===== src/rtl/cop_spi_master.sv =====
// ============================================================================
// Module      : cop_spi_master
// Description : Single-byte SPI mode-0 master, LSB first, with an encoded
//               device select that can stay asserted across several bytes.
// Revision    : 1.0 - initial release
// ============================================================================
`default_nettype none

`ifndef DEV_SELECT_WIDTH
`define DEV_SELECT_WIDTH 3
`endif
`ifndef DEV_SELECT_NONE
`define DEV_SELECT_NONE 3'b111
`endif

module cop_spi_master #(
  parameter int                 CLK_DIV  = 2,
  parameter int                 SEL_W    = `DEV_SELECT_WIDTH,
  parameter logic [SEL_W-1:0]   SEL_NONE = `DEV_SELECT_NONE
) (
  input  logic              clk,
  input  logic              nreset,
  input  logic              start,
  input  logic [SEL_W-1:0]  dev_sel,
  input  logic [7:0]        tx_byte,
  input  logic              last,
  output logic              busy,
  output logic              done,
  output logic [7:0]        rx_byte,
  output logic [SEL_W-1:0]  cop_nss,
  output logic              cop_sck,
  output logic              cop_mosi,
  input  logic              cop_miso
);

  localparam int             CW        = $clog2(CLK_DIV + 1);
  localparam logic [CW-1:0]  HALF_LAST = CW'(CLK_DIV - 1);

  localparam logic [2:0] S_IDLE   = 3'd0;
  localparam logic [2:0] S_DESEL  = 3'd1;
  localparam logic [2:0] S_SELECT = 3'd2;
  localparam logic [2:0] S_LOW    = 3'd3;
  localparam logic [2:0] S_HIGH   = 3'd4;
  localparam logic [2:0] S_FINISH = 3'd5;
  localparam logic [2:0] S_GUARD  = 3'd6;

  logic [2:0]       state_q, state_d;
  logic [CW-1:0]    hcnt_q, hcnt_d;
  logic [2:0]       bcnt_q, bcnt_d;
  logic [SEL_W-1:0] sel_q, sel_d;
  logic [7:0]       tx_q, tx_d;
  logic [7:0]       rx_sh_q, rx_sh_d;
  logic             last_q, last_d;
  logic             none_q, none_d;

  logic             busy_q, busy_d;
  logic             done_q, done_d;
  logic [7:0]       rx_byte_q, rx_byte_d;
  logic [SEL_W-1:0] nss_q, nss_d;
  logic             sck_q, sck_d;
  logic             mosi_q, mosi_d;

  logic             hdone;
  logic             accept;

  assign hdone  = (hcnt_q == HALF_LAST);
  assign accept = (state_q == S_IDLE) && start;

  // State and counter register
  always_ff @(posedge clk or negedge nreset) begin
    if (!nreset) begin
      state_q <= S_IDLE;
      hcnt_q  <= '0;
      bcnt_q  <= '0;
    end else begin
      state_q <= state_d;
      hcnt_q  <= hcnt_d;
      bcnt_q  <= bcnt_d;
    end
  end

  // Next-state logic: half-period timing and bit sequencing
  always_comb begin
    state_d = state_q;
    hcnt_d  = hcnt_q;
    bcnt_d  = bcnt_q;
    case (state_q)
      S_IDLE: begin
        if (start) begin
          hcnt_d = '0;
          bcnt_d = '0;
          if (dev_sel == SEL_NONE)
            state_d = S_GUARD;
          else if ((nss_q == SEL_NONE) || (nss_q == dev_sel))
            state_d = S_SELECT;
          else
            state_d = S_DESEL;
        end
      end
      S_DESEL: begin
        if (hdone) begin
          hcnt_d  = '0;
          state_d = S_SELECT;
        end else begin
          hcnt_d = hcnt_q + CW'(1);
        end
      end
      S_SELECT: begin
        hcnt_d  = '0;
        state_d = S_LOW;
      end
      S_LOW: begin
        if (hdone) begin
          hcnt_d  = '0;
          state_d = S_HIGH;
        end else begin
          hcnt_d = hcnt_q + CW'(1);
        end
      end
      S_HIGH: begin
        if (hdone) begin
          hcnt_d = '0;
          if (bcnt_q == 3'd7) begin
            bcnt_d  = '0;
            state_d = S_FINISH;
          end else begin
            bcnt_d  = bcnt_q + 3'd1;
            state_d = S_LOW;
          end
        end else begin
          hcnt_d = hcnt_q + CW'(1);
        end
      end
      S_FINISH: begin
        hcnt_d  = '0;
        state_d = last_q ? S_GUARD : S_IDLE;
      end
      S_GUARD: begin
        if (hdone) begin
          hcnt_d  = '0;
          state_d = S_IDLE;
        end else begin
          hcnt_d = hcnt_q + CW'(1);
        end
      end
      default: begin
        state_d = S_IDLE;
        hcnt_d  = '0;
        bcnt_d  = '0;
      end
    endcase
  end

  // Request capture and shift registers; miso is taken as sck leaves HIGH
  always_comb begin
    sel_d   = sel_q;
    tx_d    = tx_q;
    last_d  = last_q;
    none_d  = none_q;
    rx_sh_d = rx_sh_q;
    if (accept) begin
      sel_d  = dev_sel;
      tx_d   = tx_byte;
      last_d = last;
      none_d = (dev_sel == SEL_NONE);
    end else if ((state_q == S_HIGH) && hdone) begin
      tx_d    = {1'b0, tx_q[7:1]};
      rx_sh_d = {cop_miso, rx_sh_q[7:1]};
    end
  end

  // Output decode from the upcoming state so every output is a flop
  always_comb begin
    busy_d    = (state_d != S_IDLE);
    done_d    = (state_d == S_FINISH) ||
                ((state_q == S_GUARD) && hdone && none_q);
    sck_d     = (state_d == S_HIGH);
    mosi_d    = 1'b0;
    rx_byte_d = rx_byte_q;
    nss_d     = nss_q;
    case (state_d)
      S_DESEL, S_GUARD: nss_d = SEL_NONE;
      S_SELECT, S_LOW, S_HIGH: begin
        nss_d  = sel_d;
        mosi_d = tx_d[0];
      end
      S_FINISH: begin
        nss_d     = sel_q;
        rx_byte_d = rx_sh_d;
      end
      default: nss_d = nss_q;
    endcase
  end

  // Datapath and output registers
  always_ff @(posedge clk or negedge nreset) begin
    if (!nreset) begin
      sel_q     <= '0;
      tx_q      <= '0;
      last_q    <= 1'b0;
      none_q    <= 1'b0;
      rx_sh_q   <= '0;
      busy_q    <= 1'b0;
      done_q    <= 1'b0;
      rx_byte_q <= 8'h00;
      nss_q     <= SEL_NONE;
      sck_q     <= 1'b0;
      mosi_q    <= 1'b0;
    end else begin
      sel_q     <= sel_d;
      tx_q      <= tx_d;
      last_q    <= last_d;
      none_q    <= none_d;
      rx_sh_q   <= rx_sh_d;
      busy_q    <= busy_d;
      done_q    <= done_d;
      rx_byte_q <= rx_byte_d;
      nss_q     <= nss_d;
      sck_q     <= sck_d;
      mosi_q    <= mosi_d;
    end
  end

  assign busy     = busy_q;
  assign done     = done_q;
  assign rx_byte  = rx_byte_q;
  assign cop_nss  = nss_q;
  assign cop_sck  = sck_q;
  assign cop_mosi = mosi_q;

endmodule

`default_nettype wire


===== config.mk =====
export PLATFORM = sky130hd
export DESIGN_NAME = cop_spi_master
export DESIGN_NICKNAME = d
export VERILOG_FILES = /design/src/rtl/cop_spi_master.sv
export SDC_FILE = /design/constraint.sdc
export NUM_CORES = 1
export LEC_CHECK = 0
export BUFFER_PORTS_ARGS = -buffer_cell sky130_fd_sc_hd__clkbuf_2
export CAP_MARGIN = 20
export CORE_MARGIN = 2
export CORE_UTILIZATION = 50
export CTS_CLUSTER_SIZE = 24
export DETAILED_ROUTE_END_ITERATION = 8
export PLACE_DENSITY_LB_ADDON = 0.15
export SLEW_MARGIN = 15
export SYNTH_ARGS = -nofsm -noshare
export SYNTH_HDL_FRONTEND = slang
export SYNTH_SLANG_ARGS = --single-unit

===== constraint.sdc =====
create_clock -name clk -period 2.91 [get_ports clk]
set_clock_uncertainty 0.15 [all_clocks]
set_input_delay 0.873 -clock clk [delete_from_list [all_inputs] [get_ports clk]]
set_output_delay 0.873 -clock clk [all_outputs]
set_load 0.02 [all_outputs]

==> summary.md <==
The run finished with clean final reports. In the post-synthesis netlist, the biggest area contributors are dfrtp_1 49%, mux2_2 11%, dfstp_2 3.9%. For this run, the top clock speed supported by timing is 0.425 GHz. The final count of pins violating max slew was 0; the number of global-route vias before repair was 1345. The count of buffers added on input and output ports is 30. Via density per instance: 5.61. The worst register-to-register path ends at cop_nss[0].

Buffers added to address setup during post-CTS repair amount to 0. During synthesis, Yosys emitted a total of 0 warnings. The worst path in the final design needs a cycle of 2.35 ns, including I/O delays and setup.

The mapped netlist covers 2030 sq um. The clock passes through at most 2 buffers. The run gives 4590 sq um as the die area. The detailed router's first-iteration violation count was 83; the die span in x was 67.8 um. The tools report the wire length of the first global-routing pass as 6420 um. The root buffer cell chosen for the clock tree is clkbuf_8.

The tools report the number of filler cells placed in the layout as 338. Relative to the synthesized area, the layout overhead comes to 13.7%. Of all flip-flops after synthesis, the portion carrying an async set or reset was 100%. The standard cell core area came out at 3940 sq um.

The leakage power is 0.00111 uW. After legalization and detailed placement, the total HPWL measured 2890 um. The number of enable flip-flop cells after synthesis works out to 0.

Dividing the final minimum period by the clock period gives 80.9%. The setup check on the worst reg-to-reg path leaves a slack of 0.56 ns. Setup violations remaining at the end of the flow were counted as 0. Row count: 23. After detailed routing, the number of remaining DRC violations is 0. The clock drives 43 sinks.

The power density of the placed cells is 908 nW/um^2. For the sequential-to-total area share from yosys stat, the log shows 53.1%. The tools report the kind of start point of the critical path as a flop. The total overflow left after global routing is 0.

Entering global routing, the biggest net connects 26 pins. Setup repair after global routing left no endpoint under its margin. The number of buffers added to fix hold violations after cts is 0. dfrtp_1 is the most common cell in the netlist.

The relative slew slack is 58.4%. The share of the synthesized area in the top cell type is 49.2%, and the clock-pin transition on the worst setup and hold timing paths is 0.08 ns. The finished cells cover 2310 sq um. The start point of the worst min-delay path was tx_q[4].

The weighted congestion reported at the end of routability-driven placement was 0.823. The ratio of cells with drive above 1 in the final layout is 36.5%, and the number of placed I/O pins is 31. The tool flagged a number of max-cap violations equal to 0. The logs give 4 for the count of TritonRoute iterations in the first routing pass and 19.2% for the total routing usage reported by global routing. VDD sags by at most 405 uV. In this run the vertical extent of the chip is 67.8 um. Once detail routing completed, the nets flagged for antenna violations numbered 0. For the final number of hold-violating endpoints, the log shows 0. In the synthesized netlist, the cells that appear most often are 40 x dfrtp_1, 20 x mux2_2, 20 x nand2_1. Summing all multi-input logic gate instances after layout gives 901 sq um. The initial utilization of the core area, before any placement, comes to 51.6%. In the synthesized netlist, the number of instances is 174.

The number of nets handed over by synthesis was 192. At the later pin of the worst-skew pair, clock insertion delay measures 0.30 ns. TritonCTS built the clock tree.

The worst setup path is captured at a flop. Across the whole layout, storage elements account for 1080 sq um. The tools report the total placed instance area as 2230 sq um.

The net count reported at finish is 225. The largest fanout on the critical path works out to 15. The class of the most critical setup path is reg2reg. The tools report the post-synthesis cell type count as 44.

The average cell area after synthesis works out to 11.7 sq um. The worst hold-check path type is reg2reg. The run gives 0 as the count of inserted antenna diode cells. The number of antenna violations at the first check in global routing is 0, and the total of cells resized after clock tree synthesis is 0. The H-tree depth reported by CTS is 2. Adding up every negative setup slack in the final design gives 0 ns. The top cell type by total area after synthesis was dfrtp_1. The worst hold path stage count is 2, and the post-detailed-route wirelength per cell is 15.5 um. At the worst endpoint, the required time is 2.98 ns.

STA puts the critical path data arrival time at 2.43 ns. At the pin with the least slew margin, the transition time is 0.624 ns. Detailed routing inserted a total of 1448 vias. The register bit total from synthesis works out to 43. The tools report the hold path endpoint as tx_q[4]. Among all flip-flop cells after synthesis, the most frequent one is dfrtp_1. Counting cells, the worst reg-to-reg path comes to 6. The worst register-to-register path begins at state_q[0]. In this run, CTS created clock tree buffers numbering 5. Sum of routed wire length over all layers: 4010 um.
[per-stage QoR]
stage / std cells / total power, uW / hold slack, ns / worst slack (ns) / util [%]
4_1_cts: 258 / 2120 / 0.338 / 0.566 / 58.6
5_1_grt: 258 / 2260 / 0.372 / 0.365 / 58.6
2_1_floorplan: 174 / 1560 / 0.291 / 0.717 / -
3_5_place_dp: 250 / 1740 / 0.319 / 0.424 / 56.5
3_3_place_gp: 250 / 1700 / 0.309 / 0.474 / 56.5
6_report: 258 / 2100 / 0.334 / 0.555 / 58.6
[how the worst max path moves through the flow]
stage / from / end / slack, ns / cells past startpoint
finish: state_q[0] / cop_nss[0] / 0.56 / 6
global route: state_q[0] / cop_nss[0] / 0.37 / 6
CTS: state_q[0] / cop_nss[0] / 0.57 / 6
detailed placement: dev_sel[2] / busy / 0.42 / 7
global placement: dev_sel[2] / cop_nss[1] / 0.47 / 7
floorplan: dev_sel[2] / busy / 0.72 / 6
[flip-flops by register name (all words and copies together) (netlist names)]
register and flops:
sel_q 3, cop_sck 1, state_q 3, cop_nss 3, bcnt_q 3, rx_sh_q 7, hcnt_q 2, done 1
last_q 1, none_q 1, tx_q 8, rx_byte 8, busy 1, cop_mosi 1
[power by group]
| group | internal, uW | switching [uW] | total [uW] |
|---|---|---|---|
| logic | 351 | 427 | 779 |
| registers | 783 | 168 | 951 |
| clock network | 168 | 203 | 370 |
| total | 1300 | 798 | 2100 |
[final cells by class]
type / instances / share of cell area (%)
Clock buffer: 6 / 3.14
Clock inverter: 2 / 0.541
Inverter: 3 / 0.487
Multi-Input combinational cell: 121 / 39.0
Sequential cell: 43 / 46.7
Tap cell: 50 / 2.71
Timing Repair Buffer: 33 / 7.47
[routing by layer]
layer,track usage (%),routed length (um)
met1,24.6,1760
met2,30.8,2050
met4,8.50,61
met5,0,0
met3,4.83,138
[critical path, cell delays in order, from the launching register on]
cell,delay [ns]
dfrtp_1,0.55
nor3_2,0.31
and2_1,0.34
buf_4,0.25
mux2_2,0.37
a211oi_1,0.25
a211oi_2,0.06
[cells by family after synthesis]
family,after synthesis,synth area share [%]
XOR/XNOR,1,0.431
AND/OR/NAND/NOR,54,15.2
AO/OA/AOI/OAI,42,15.4
buffers and inverters,10,2.58
multiplexers,22,12.1
adder cells (fa/ha/maj),2,1.23
flip-flops,43,53.1
[placed cells by master (no fill, tap or decap), drive strengths merged, types with 2 or more instances in the layout]
cell,Yosys,routed
buf,5,3
nand2,21,21
nor3,6,6
mux2i,2,2
and3b,2,2
dfrtp,40,40
a22oi,8,8
a21oi,11,11
mux2,20,20
a22o,3,3
o21a,3,3
and2,3,3
ha,2,2
inv,3,3
nand2b,4,4
nor2,8,8
dfstp,3,3
o21ai,6,6
clkbuf,2,36
o22ai,3,3
a211oi,6,6
nand3,2,2
No activity file was read; power rests on OpenSTA's default activity.
